===== config.mk =====
export PLATFORM = sky130hd
export DESIGN_NAME = uart_tx_arbiter
export DESIGN_NICKNAME = d
export VERILOG_FILES = /design/src/rtl/uart_tx_arbiter.sv
export SDC_FILE = /design/constraint.sdc
export NUM_CORES = 1
export LEC_CHECK = 0
export ABC_AREA = 1
export CAP_MARGIN = 10
export CORE_UTILIZATION = 47
export CTS_CLUSTER_DIAMETER = 40
export CTS_CLUSTER_SIZE = 28
export DETAILED_ROUTE_END_ITERATION = 10
export PLACE_DENSITY_LB_ADDON = 0.12
export SYNTH_ARGS = -nofsm -noshare
export SYNTH_HDL_FRONTEND = slang
export SYNTH_SLANG_ARGS = --single-unit

===== constraint.sdc =====
create_clock -name clk -period 5.6 [get_ports clk]
set_clock_uncertainty 0.1 [all_clocks]
set_input_delay 1.12 -clock clk [delete_from_list [all_inputs] [get_ports clk]]
set_output_delay 1.12 -clock clk [all_outputs]
set_load 0.02 [all_outputs]

===== src/rtl/uart_tx_arbiter.sv =====
`default_nettype none
// uart_tx_arbiter: packet-level round-robin sharing of one UART_tx among NUM_REQ byte streams.
// Define UART_ARB_TIMEOUT_EN to revoke a grant after TIMEOUT idle cycles mid-packet.
module uart_tx_arbiter #(
  parameter int NUM_REQ = 3,
  parameter int TIMEOUT = 4096
) (
  input  logic                 clk,
  input  logic                 rst_n,
  input  logic [NUM_REQ-1:0]   req_vld,
  input  logic [8*NUM_REQ-1:0] req_data,
  input  logic [NUM_REQ-1:0]   req_last,
  output logic [NUM_REQ-1:0]   req_ack,
  output logic [NUM_REQ-1:0]   grant,
  output logic                 busy,
  output logic [7:0]           tx_data,
  output logic                 trmt,
  input  logic                 tx_done,
  output logic [7:0]           timeout_cnt
);

  localparam int IDX_W = (NUM_REQ > 1) ? $clog2(NUM_REQ) : 1;

  localparam logic [1:0] IDLE = 2'd0;
  localparam logic [1:0] SEND = 2'd1;
  localparam logic [1:0] HOLD = 2'd2;

  logic [1:0]         state_q,   state_d;
  logic [IDX_W-1:0]   winner_q,  winner_d;
  logic [IDX_W-1:0]   rr_ptr_q,  rr_ptr_d;
  logic               last_q,    last_d;
  logic [NUM_REQ-1:0] grant_q,   grant_d;
  logic [NUM_REQ-1:0] ack_q,     ack_d;
  logic [7:0]         tx_data_q, tx_data_d;
  logic               trmt_q,    trmt_d;
  logic               busy_q,    busy_d;

  logic [IDX_W-1:0]   cand_idx;
  logic [IDX_W-1:0]   rr_pick;
  logic               rr_any;
  logic [IDX_W-1:0]   rr_next;
  logic               launch;
  logic [IDX_W-1:0]   launch_idx;
  logic [NUM_REQ-1:0] launch_oh;
  logic [7:0]         launch_data;
  logic               launch_last;
  logic               hold_expired;

  // Search upward from rr_ptr with wraparound; the first valid requester wins.
  always_comb begin
    rr_any   = 1'b0;
    rr_pick  = rr_ptr_q;
    cand_idx = rr_ptr_q;
    for (int k = 0; k < NUM_REQ; k++) begin
      cand_idx = IDX_W'((int'(rr_ptr_q) + k) % NUM_REQ);
      if (!rr_any && req_vld[cand_idx]) begin
        rr_any  = 1'b1;
        rr_pick = cand_idx;
      end
    end
  end

  assign rr_next = (winner_q == IDX_W'(NUM_REQ - 1)) ? '0 : winner_q + 1'b1;

  always_comb begin
    state_d     = state_q;
    winner_d    = winner_q;
    rr_ptr_d    = rr_ptr_q;
    last_d      = last_q;
    grant_d     = grant_q;
    ack_d       = '0;
    tx_data_d   = tx_data_q;
    trmt_d      = 1'b0;
    launch      = 1'b0;
    launch_idx  = winner_q;
    launch_oh   = '0;
    launch_data = 8'h00;
    launch_last = 1'b0;

    case (state_q)
      IDLE: begin
        if (rr_any) begin
          launch     = 1'b1;
          launch_idx = rr_pick;
        end
      end
      SEND: begin
        // tx_done seen during the trmt cycle is left over from the previous byte.
        if (tx_done && !trmt_q) begin
          if (last_q) begin
            state_d  = IDLE;
            grant_d  = '0;
            rr_ptr_d = rr_next;
          end else begin
            state_d  = HOLD;
          end
        end
      end
      HOLD: begin
        if (req_vld[winner_q]) begin
          launch = 1'b1;
        end else if (hold_expired) begin
          state_d  = IDLE;
          grant_d  = '0;
          rr_ptr_d = rr_next;
        end
      end
      default: begin
        state_d = IDLE;
        grant_d = '0;
      end
    endcase

    for (int k = 0; k < NUM_REQ; k++) begin
      if (launch_idx == IDX_W'(k)) begin
        launch_oh[k] = 1'b1;
        launch_data  = req_data[8*k +: 8];
        launch_last  = req_last[k];
      end
    end

    if (launch) begin
      state_d   = SEND;
      winner_d  = launch_idx;
      grant_d   = launch_oh;
      ack_d     = launch_oh;
      tx_data_d = launch_data;
      trmt_d    = 1'b1;
      last_d    = launch_last;
    end

    busy_d = (state_d != IDLE);
  end

  always_ff @(posedge clk or negedge rst_n) begin
    if (!rst_n) begin
      state_q   <= IDLE;
      winner_q  <= '0;
      rr_ptr_q  <= '0;
      last_q    <= 1'b0;
      grant_q   <= '0;
      ack_q     <= '0;
      tx_data_q <= 8'h00;
      trmt_q    <= 1'b0;
      busy_q    <= 1'b0;
    end else begin
      state_q   <= state_d;
      winner_q  <= winner_d;
      rr_ptr_q  <= rr_ptr_d;
      last_q    <= last_d;
      grant_q   <= grant_d;
      ack_q     <= ack_d;
      tx_data_q <= tx_data_d;
      trmt_q    <= trmt_d;
      busy_q    <= busy_d;
    end
  end

`ifdef UART_ARB_TIMEOUT_EN
  localparam int HC_W = (TIMEOUT > 1) ? $clog2(TIMEOUT + 1) : 1;

  logic [HC_W-1:0] hold_cnt_q, hold_cnt_d;
  logic [7:0]      tmo_cnt_q,  tmo_cnt_d;

  // The TIMEOUT-th consecutive idle HOLD cycle revokes the grant.
  assign hold_expired = (hold_cnt_q == HC_W'(TIMEOUT - 1));

  always_comb begin
    hold_cnt_d = '0;
    tmo_cnt_d  = tmo_cnt_q;
    if (state_q == HOLD && !req_vld[winner_q]) begin
      if (hold_expired) begin
        if (tmo_cnt_q != 8'hFF) begin
          tmo_cnt_d = tmo_cnt_q + 8'd1;
        end
      end else begin
        hold_cnt_d = hold_cnt_q + 1'b1;
      end
    end
  end

  always_ff @(posedge clk or negedge rst_n) begin
    if (!rst_n) begin
      hold_cnt_q <= '0;
      tmo_cnt_q  <= 8'h00;
    end else begin
      hold_cnt_q <= hold_cnt_d;
      tmo_cnt_q  <= tmo_cnt_d;
    end
  end

  assign timeout_cnt = tmo_cnt_q;
`else
  // Without the feature HOLD waits indefinitely; TIMEOUT has no effect.
  assign hold_expired = (TIMEOUT < 0);
  assign timeout_cnt  = 8'h00;
`endif

  assign req_ack = ack_q;
  assign grant   = grant_q;
  assign busy    = busy_q;
  assign tx_data = tx_data_q;
  assign trmt    = trmt_q;

endmodule
`default_nettype wire


==> flow_metrics.env <==
export IMPL_drv_cap=0
export IMPL_syn_avg_cell_area_sq_um=7.47
export IMPL_top_layer_used="met4"
export IMPL_syn_inst=201
export IMPL_dp_hpwl_mm=2.41
export IMPL_wl_per_cell_microns=10.1
export IMPL_grt_pass1_vias=1265
export IMPL_worst_r2r_endpoint="last_q"
export IMPL_crit_arrival_ns=2.83
export IMPL_rr_startpoint="rr_ptr_q[0]"
export IMPL_setup_tns_ns=0
export IMPL_n_antenna_cell=0
export IMPL_critical_path_slowest_cell="clkdlybuf4s50_1"
export IMPL_die_area_sq_mm=0.00342
export IMPL_antenna_found_initial=0
export IMPL_critPathMaxStageDelay_ns=0.48
export IMPL_viasPerCell=4.62
export IMPL_endpoint_kind="flip-flop"
export IMPL_synthTopCellsByArea="dfrtp_1 38%, nand2_1 17%, inv_1 6.8%"
export IMPL_grt_max_degree=24
export IMPL_fp_coreArea_sq_mm=0.00305
export IMPL_fin_crit_sh_pct=48.3
export IMPL_fmax_ghz=0.369
export IMPL_path_class="in -> reg"
export IMPL_slew_viol_final=0
export IMPL_holdPathEnd="tx_data[3]"
export IMPL_p_comb_share_pct=69.9
export IMPL_synth_cell_types=25
export IMPL_drtIter0Drc=35
export IMPL_grt_ovfl_total=0
export IMPL_fin_nets=287
export IMPL_rsz0062_at_grt="no"
export IMPL_nFillCells=287
export IMPL_yosysWarnings=0
export IMPL_startpoint="req_vld[1]"
export IMPL_timing_hold_ws_ns=0.399
export IMPL_io_buffers=48
export IMPL_dp_cells=291
export IMPL_fin_crit_ns=2.71
export IMPL_cp_data_required_time_ns=5.72
export IMPL_critPathBufInv=3
export IMPL_final_area_sq_mm=0.00203
export IMPL_power_share_sequential_pct=23.8
export IMPL_power_density_mw_per_mm2=602
export IMPL_vdd_drop_max_uv=295
export IMPL_grt_pass1_wl_mm=5.14
export IMPL_internal_power_mw=0.590
export IMPL_num_rows=20
export IMPL_synth_top_area_share_pct=38.3
export IMPL_stdcell_count=295
export IMPL_reg2reg_slack_ns=3.37
export IMPL_cts_tree="done"
export IMPL_track_usage_pct=19.7
export IMPL_die_x_microns=58.5
export IMPL_crit_family="simple AND/OR/NAND/NOR gates"
export IMPL_whs_path_depth=2
export IMPL_wl_met1_mm=1.28
export IMPL_ys_seq_area_share_pct=38.3
export IMPL_area_delta_synth_final_pct=34.9
export IMPL_routed_via_count=1363
export IMPL_p_sw_share_pct=51.6
export IMPL_synth_seq_cells=23
export IMPL_initial_core_util_pct=49.2
export IMPL_start_kind="input pin"
export IMPL_post_cts_resize_count=0
export IMPL_clock_root_buffer="clkbuf_4"
export IMPL_crit_top_cell="nand2_1"
export IMPL_relSlewSlack_pct=31.5
export IMPL_multi_input_area_sq_um=758
export IMPL_hold_violations=0
export IMPL_p_clk_share_pct=6.3
export IMPL_netlist_area_sq_mm=0.00150
export IMPL_clk_pin_slew_ns=0.13
export IMPL_h_tree_depth=1
export IMPL_setup_viol=0
export IMPL_p_switching_mw=0.629
export IMPL_routed_wl_mm=2.97
export IMPL_die_h_microns=58.5
export IMPL_path_max_fanout=8
export IMPL_worstRegToRegCells=16
export IMPL_cts_hold_buf=0
export IMPL_cts_sinks=23
export IMPL_drive_above_1_share_pct=12.0
export IMPL_gp_congestion=0.815
export IMPL_clk_latency_ns=0.32
export IMPL_post_cts_buffers=0
export IMPL_yosysTopAreaCell="dfrtp_1"
export IMPL_dr_wl_met2_mm=1.52
export IMPL_worst_slew_pin_transition_ns=1.02
export IMPL_wl_met3_microns=122
export IMPL_hp_start="tx_data[3]"
export IMPL_ant_nets=0
export IMPL_seqCellArea_sq_um=576
export IMPL_placed_area_sq_mm=0.00200
export IMPL_hold_class="reg -> reg"
export IMPL_first_pass_iters=4
export IMPL_io_pins=57
export IMPL_worstPathCellList="clkdlybuf4s50_1 -> inv_1 -> nand2_1 -> nand3_1 -> nand2_1 -> nor2_4 -> nand3_1 -> nand2_2 -> nand2_4 -> nand2_8 -> inv_6 -> nor2_8 -> nand2_1 -> o21ai_1 -> nor2_1"
export IMPL_drc_errors=0
export IMPL_cts_buffer_depth=2
export IMPL_cts_buffers=3
export IMPL_status="finished clean"
export IMPL_p_leak_nw=1.05
worst min-delay path: cells and delay by family, from the launching register on:
kind	cells	cell delay, ns
AND/OR/NAND/NOR	2	0.11
flip-flops	1	0.37
layer usage:
metal  vias to the layer above  global-route usage, %
met2                        32                   34.6
met4                         0                   8.84
met5                         -                      0
met1                       618                   23.7
met3                         5                   3.08
li1                        708                      -
cell type report:
type,instances,share of cell area (%)
tap,44,2.72
multi-input combinational,145,37.4
inverter,31,6.36
timing repair buffer,48,23.7
clock buffer,3,1.11
clock inverter,1,0.247
sequential,23,28.4
registers in the layout (all words and copies together) (netlist names):
signal and flops:
trmt 1, last_q 1, grant 3, busy 1, rr_ptr_q 2, winner_q 2
req_ack 3, tx_data 8, state_q 2
worst max-delay path by stage:
stage	to	slack [ns]	depth (start not counted)
after global placement	last_q	2.56	15
after CTS	last_q	2.88	15
after floorplan	last_q	3.23	14
after global routing	tx_data[1]	2.70	16
after detailed placement	last_q	2.53	15
final	last_q	2.89	15
cell families (layout without fill, tap and decap cells):
logic type | Yosys count | count (layout) | synth area share, %
adders and majority gates | 2 | 2 | 1.67
other | 1 | 8 | 0.250
and+or+nand+nor | 118 | 118 | 40.3
buffers and inverters | 40 | 83 | 12.9
DFF | 23 | 23 | 38.3
AOI/OAI and AO/OA | 17 | 17 | 6.50
power by group through the flow:
stage	clock [mW]	combinational (mW)	sequential, mW
6_report	0.0770	0.852	0.290
3_3_place_gp	0	0.855	0.294
4_1_cts	0.0801	0.865	0.291
3_5_place_dp	0	0.863	0.294
2_1_floorplan	0	0.569	0.353
5_1_grt	0.0843	0.954	0.298
cell usage in the layout (no fill, tap or decap), types with 2 or more instances in the layout:
cell and n:
clkdlybuf4s50_1 48, o21ai_2 2, nand2_4 5, nor2_4 2
nor3_1 2, dfrtp_1 23, nand2_1 67, o21ai_1 3
nand3_1 18, nand2_2 7, clkbuf_4 3, ha_1 2
nor2_1 11, o21ai_0 5, nor2_8 2, nand3_2 3
conb_1 8, inv_6 2, inv_1 27, a21oi_1 5
cells in the mapped netlist:
| master | count |
|---|---|
| nand3_1 | 18 |
| buf_4 | 8 |
| nand2_2 | 7 |
| nor2_4 | 2 |
| o21ai_0 | 5 |
| buf_2 | 1 |
| nand2_8 | 1 |
| nor2_8 | 2 |
| o21ai_1 | 3 |
| inv_6 | 2 |
| nand2_1 | 67 |
| o21a_1 | 1 |
| o21ai_2 | 2 |
| conb_1 | 1 |
| inv_1 | 27 |
| o211ai_1 | 1 |
| inv_4 | 1 |
| ha_1 | 2 |
| nor3_1 | 2 |
| dfrtp_1 | 23 |
| inv_2 | 1 |
| nand3_2 | 3 |
| a21oi_1 | 5 |
| nand2_4 | 5 |
| nor2_1 | 11 |
stage by stage:
stage | utilization, % | total power [mW] | worst slack (ns)
CTS | 66.4 | 1.24 | 2.88
global placement | 65.5 | 1.15 | 2.56
floorplan | - | 0.922 | 3.23
detailed placement | 65.5 | 1.16 | 2.53
finish | 66.4 | 1.22 | 2.89
global route | 66.4 | 1.34 | 2.70
Note: power is estimated with default switching activity, not from simulation.
